File: src/rtl/timing_phase_search.sv
// timing_phase_search: sweeps the RX sample delay over phases 0-3, takes one LFSR-period
// squared-error reading per phase and locks on the lowest. Optional auto re-search: `PHASE_SEARCH_TRACK_EN.
module timing_phase_search #(
  parameter int unsigned SETTLE_PERIODS = 1,
  parameter logic [1:0]  DEFAULT_DELAY  = 2'd2,
  parameter int unsigned REARM_PERIODS  = 8
) (
  input  logic        clk,
  input  logic        reset,
  input  logic        sym_clk_en,
  input  logic        cycle_out_periodic,
  input  logic [17:0] acc_sq_err_out,
  input  logic        start,
  output logic [1:0]  delay,
  output logic        busy,
  output logic        locked,
  output logic        done,
  output logic [17:0] best_err
);

  typedef enum logic [2:0] {
    S_IDLE,
    S_SETTLE,
    S_MEASURE,
    S_SAMPLE,
    S_LOCKED
  } state_t;

  localparam logic [3:0] SettleLast = 4'(SETTLE_PERIODS - 1);

  state_t      state_q, state_d;
  logic [1:0]  delay_q, delay_d;
  logic [1:0]  best_delay_q, best_delay_d;
  logic [17:0] best_err_q, best_err_d;
  logic [3:0]  settle_cnt_q, settle_cnt_d;
  logic        busy_q, busy_d;
  logic        locked_q, locked_d;
  logic        done_q, done_d;

  logic        period_end;
  logic        better;
  logic        launch;

`ifdef PHASE_SEARCH_TRACK_EN
  localparam int unsigned RearmW = (REARM_PERIODS < 2) ? 1 : $clog2(REARM_PERIODS);
  localparam logic [RearmW-1:0] RearmLast = RearmW'(REARM_PERIODS - 1);
  logic [RearmW-1:0] rearm_cnt_q, rearm_cnt_d;
`else
  logic unused_rearm;
  assign unused_rearm = (REARM_PERIODS == 0);
`endif

  assign period_end = cycle_out_periodic & sym_clk_en;
  assign better     = acc_sq_err_out < best_err_q;

  always_comb begin
    state_d      = state_q;
    delay_d      = delay_q;
    best_delay_d = best_delay_q;
    best_err_d   = best_err_q;
    settle_cnt_d = settle_cnt_q;
    busy_d       = busy_q;
    locked_d     = locked_q;
    done_d       = 1'b0;
    launch       = 1'b0;
`ifdef PHASE_SEARCH_TRACK_EN
    rearm_cnt_d  = rearm_cnt_q;
`endif

    unique case (state_q)
      S_IDLE: begin
        if (start) launch = 1'b1;
      end
      S_SETTLE: begin
        if (SETTLE_PERIODS == 0) begin
          state_d = S_MEASURE;
        end else if (period_end) begin
          if (settle_cnt_q == SettleLast) state_d = S_MEASURE;
          else settle_cnt_d = settle_cnt_q + 4'd1;
        end
      end
      S_MEASURE: begin
        if (period_end) state_d = S_SAMPLE;
      end
      S_SAMPLE: begin
        if (sym_clk_en) begin
          if (better) begin
            best_err_d   = acc_sq_err_out;
            best_delay_d = delay_q;
          end
          if (delay_q != 2'd3) begin
            delay_d      = delay_q + 2'd1;
            settle_cnt_d = '0;
            state_d      = S_SETTLE;
          end else begin
            // Phase 3's own result must be folded in before choosing the final delay.
            delay_d  = better ? delay_q : best_delay_q;
            state_d  = S_LOCKED;
            busy_d   = 1'b0;
            locked_d = 1'b1;
            done_d   = 1'b1;
`ifdef PHASE_SEARCH_TRACK_EN
            rearm_cnt_d = '0;
`endif
          end
        end
      end
      S_LOCKED: begin
        if (start) begin
          launch = 1'b1;
`ifdef PHASE_SEARCH_TRACK_EN
        end else if (period_end) begin
          if (rearm_cnt_q == RearmLast) launch = 1'b1;
          else rearm_cnt_d = rearm_cnt_q + 1'b1;
`endif
        end
      end
      default: state_d = S_IDLE;
    endcase

    if (launch) begin
      state_d      = S_SETTLE;
      delay_d      = 2'd0;
      best_delay_d = 2'd0;
      best_err_d   = '1;
      settle_cnt_d = '0;
      busy_d       = 1'b1;
      locked_d     = 1'b0;
`ifdef PHASE_SEARCH_TRACK_EN
      rearm_cnt_d  = '0;
`endif
    end
  end

  always_ff @(posedge clk or negedge reset) begin
    if (!reset) begin
      state_q      <= S_IDLE;
      delay_q      <= DEFAULT_DELAY;
      best_delay_q <= 2'd0;
      best_err_q   <= '1;
      settle_cnt_q <= '0;
      busy_q       <= 1'b0;
      locked_q     <= 1'b0;
      done_q       <= 1'b0;
`ifdef PHASE_SEARCH_TRACK_EN
      rearm_cnt_q  <= '0;
`endif
    end else begin
      state_q      <= state_d;
      delay_q      <= delay_d;
      best_delay_q <= best_delay_d;
      best_err_q   <= best_err_d;
      settle_cnt_q <= settle_cnt_d;
      busy_q       <= busy_d;
      locked_q     <= locked_d;
      done_q       <= done_d;
`ifdef PHASE_SEARCH_TRACK_EN
      rearm_cnt_q  <= rearm_cnt_d;
`endif
    end
  end

  assign delay    = delay_q;
  assign busy     = busy_q;
  assign locked   = locked_q;
  assign done     = done_q;
  assign best_err = best_err_q;

endmodule

File: config.mk
export PLATFORM = sky130hd
export DESIGN_NAME = timing_phase_search
export DESIGN_NICKNAME = d
export VERILOG_FILES = /design/src/rtl/timing_phase_search.sv
export SDC_FILE = /design/constraint.sdc
export NUM_CORES = 1
export LEC_CHECK = 0
export BUFFER_PORTS_ARGS = -buffer_cell sky130_fd_sc_hd__buf_2
export CAP_MARGIN = 5
export CORE_ASPECT_RATIO = 0.6
export CORE_MARGIN = 8
export CORE_UTILIZATION = 50
export DETAILED_ROUTE_END_ITERATION = 7
export GPL_TIMING_DRIVEN = 0
export PLACE_DENSITY = 0.75
export SLEW_MARGIN = 20
export SYNTH_ARGS = -nofsm -noshare
export SYNTH_HDL_FRONTEND = slang
export SYNTH_SLANG_ARGS = --single-unit
export TNS_END_PERCENT = 1
File: constraint.sdc
create_clock -name clk -period 2.7 [get_ports clk]
set_input_delay 0.54 -clock clk [delete_from_list [all_inputs] [get_ports clk]]
set_output_delay 0.54 -clock clk [all_outputs]
set_load 0.1 [all_outputs]
==> impl_metrics.toml <==
[die]
die_area_sq_um = 6430
core.rowCount = 18
floorplan.core_area_sq_um = 4009
die_height_microns = 65.40
floorplan.initialDensity_pct = 50.72
floorplan.io_pins = 46
chipWidth_microns = 98.33

[global_route]
grt_antenna_before_repair = 0
globalRouteTotalUtil_pct = 14.59
grt_max_degree = 33
grt_first_pass_wirelength_mm = 7.514
via_count_of_the_first_global_routing_pass = 1609
globalRouteOverflowTotal = 0

[detailed_routing]
drc = 0
routed-wl-met3_microns = 350
dr.first_iter.drc_count = 99
met2_wirelength_mm = 1.948
routedLengthMet1_mm = 2.213
detailedRoute.firstPassIterationCount = 4
routed_wire_length_per_instance_microns = 13.75
totalWireLength_mm = 4.566
post_drt_via_cell_ratio = 5.042
ant_nets = 0
routed.top_layer = "met4"
via_count = 1674

[clocking]
cts-root-to-sink-buffers = 2
cts_max_level = 2
clk-insertion-delay-late_ns = 0.29
clock_sink_count = 32
cts_made_buffers = 5
buffer_cell_driving_the_clock_tree_root = "clkbuf_8"
hold_buffers = 0
tritoncts_clock_tree = "done"
clkTransAtPathRegs_ns = 0.08

[worst_setup_path]
crit_arrival_ns = 2.75
endpoint_kind = "flop"
timing.critical_path.required_ns = 2.86
timing.critical_path.fanout_max = 8
cp-start-kind = "flop"
worstSetupPathType = "reg -> reg"
timing.reg2reg.worst_path_depth = 8

[cells_and_area]
antennaDiodeCount = 0
fraction_of_final_layout_cells_with_drive_strength_greater_than_1_pct = 29.08
syn_to_final_growth_pct = 20.92
final_net_count = 324
final_area_sq_um = 2459

[placed_design]
place.detailed.hpwl_mm = 3.495
buffer_ports.inserted = 45
postPlaceCellArea_sq_um = 2332
gp_routability_congestion = 0.8122

[timing]
tightest_slew_ns = 0.7218
final_period_minus_worst_setup_slack_ns = 2.584
fin_hold_ws_ns = 0.3098
final_count_of_pins_violating_max_slew = 0
timing.fmax_mhz = 387.0
min_period_over_period_pct = 95.71
finalSetupViolCount = 0
final.setup_skew_ns = 0.01428
finalSetupTns_ns = 0
maxSlewHeadroom_pct = 51.88
rsz0062_at_grt = "no"
finalHoldViolations = 0

[synthesis]
async_reset_ff_share_pct = 100.0
synth.lib_cells_used.distinct = 38
avgSynthCellArea_sq_um = 9.117
count_of_synthesis_stage_warnings_from_yosys = 0
synthesis.area_sq_um = 2033
yosys_most_used_dff = "dfstp_2"
ys_seq_area_share_pct = 40.55
synth_fp_nets = 266
synth_enable_flop_cells = 0
number_of_synthesized_register_bits = 32
post_synth_inst_count = 223

[power]
power_per_standard_cell_area_nw_per_um2 = 1039
reported_leakage_power_nw = 1.486
vdd_ir_drop_max_mv = 0.4560
finalPower_mw = 2.556

[status]
outcome = "completed"

[hold_path]
hold_path_class = "in -> async"

[run]
timing.max_cap.violations = 0
## placed cells by master (no fill, tap or decap), types with 2 or more instances in the layout
cell type,synthesis,layout
ha_1,20,20
a21oi_1,9,9
dfrtp_1,13,13
nand4b_1,2,2
clkbuf_8,0,5
mux2i_1,20,20
buf_4,1,7
nor2_1,26,26
inv_1,44,44
nand4_1,3,3
o22ai_1,2,2
dfstp_2,19,16
nand2_1,14,14
nand2b_1,2,2
dfstp_4,0,3
o21a_1,2,2
buf_2,1,46
clkbuf_1,2,4
and2_1,5,5
o211ai_1,4,4
nand3_1,6,6
nor3_1,3,3
o21ai_0,8,8
## cell families (layout without fill, tap and decap cells)
logic type	after synthesis	after routing	share of synthesized area, %
and+or+nand+nor	65	65	15.08
buffers and inverters	50	109	9.846
AOI/OAI and AO/OA	35	35	11.81
DFF	32	32	40.55
muxes	21	21	10.40
adders and majority gates	20	20	12.31
## final cells by class
type	instances	area, sq um
Timing Repair Buffer	51	270.3
Multi-Input combinational cell	141	1008
Inverter	44	165.2
Buffer	6	35.03
Clock buffer	7	76.32
Sequential cell	32	835.8
Tap cell	50	62.56
Fill cell	354	1550
Clock inverter	1	5.005
## per-stage QoR
stage	setup slack, ns	std cells	utilization (%)
2_1_floorplan	0.04836	223	-
3_3_place_gp	0.1130	318	58.18
3_5_place_dp	0.06615	318	58.18
4_1_cts	0.06060	326	60.21
5_1_grt	0.02663	332	61.33
6_report	0.1159	332	61.33
## worst paths after layout
kind	startpoint	end	slack (ns)
worst max-delay path	best_err[9]	best_delay_q[0]	0.12
worst max register to register	best_err[9]	best_delay_q[0]	0.12
worst min-delay path	reset	state_q[0]	0.31
worst min register to register	busy	busy	0.48
min in group clk	acc_sq_err_out[7]	best_err[7]	0.46
max in group asynchronous	reset	settle_cnt_q[2]	1.92
## synthesized netlist by cell type (2+ instances only)
cell	count	share of area, %
inv_1	44	8.1
nor3_1	3	0.74
nand3_1	6	1.5
dfstp_2	19	25
nor2_1	26	4.8
nand2_1	14	2.6
nand4b_1	2	0.86
a21oi_1	9	2.2
o211ai_1	4	1.5
clkbuf_1	2	0.37
o21ai_0	8	2.0
mux2i_1	20	9.8
nand2b_1	2	0.62
ha_1	20	12
and2_1	5	1.5
o22ai_1	2	0.62
dfrtp_1	13	16
o21a_1	2	0.74
nand4_1	3	0.92
## where the power goes
group / internal (mW) / leakage (nW) / total, mW / switching [mW]
sequential: 0.687 / 0.361 / 0.791 / 0.104
combinational: 0.311 / 1.08 / 1.41 / 1.10
clock: 0.181 / 0.0422 / 0.355 / 0.174
## critical path: stages (launching register included)
cell and delay [ns]:
dfstp_4 0.62, inv_1 0.04, ha_1 0.31, nand2_1 0.06, o21a_1 0.22, a2111o_1 0.49
o211ai_2 0.22, buf_6 0.16, mux2_1 0.33
## sequential cells by signal, summed over array words and instances (netlist names)
register	count
settle_cnt_q	4
busy	1
done	1
delay	2
state_q	3
best_delay_q	2
best_err	18
locked	1
## metal layers
layer  global-route usage [%]  vias up
met3                    5.374        7
met5                        0        -
li1                         -      863
met2                    21.25       53
met4                    5.503        0
met1                    19.37      751
## timing repair
item                                    4_1_cts  5_1_grt
resized for setup                             0        0
endpoints found under the setup margin        0        1
buffers inserted                              0        6
Note: power is estimated with default switching activity, not from simulation.
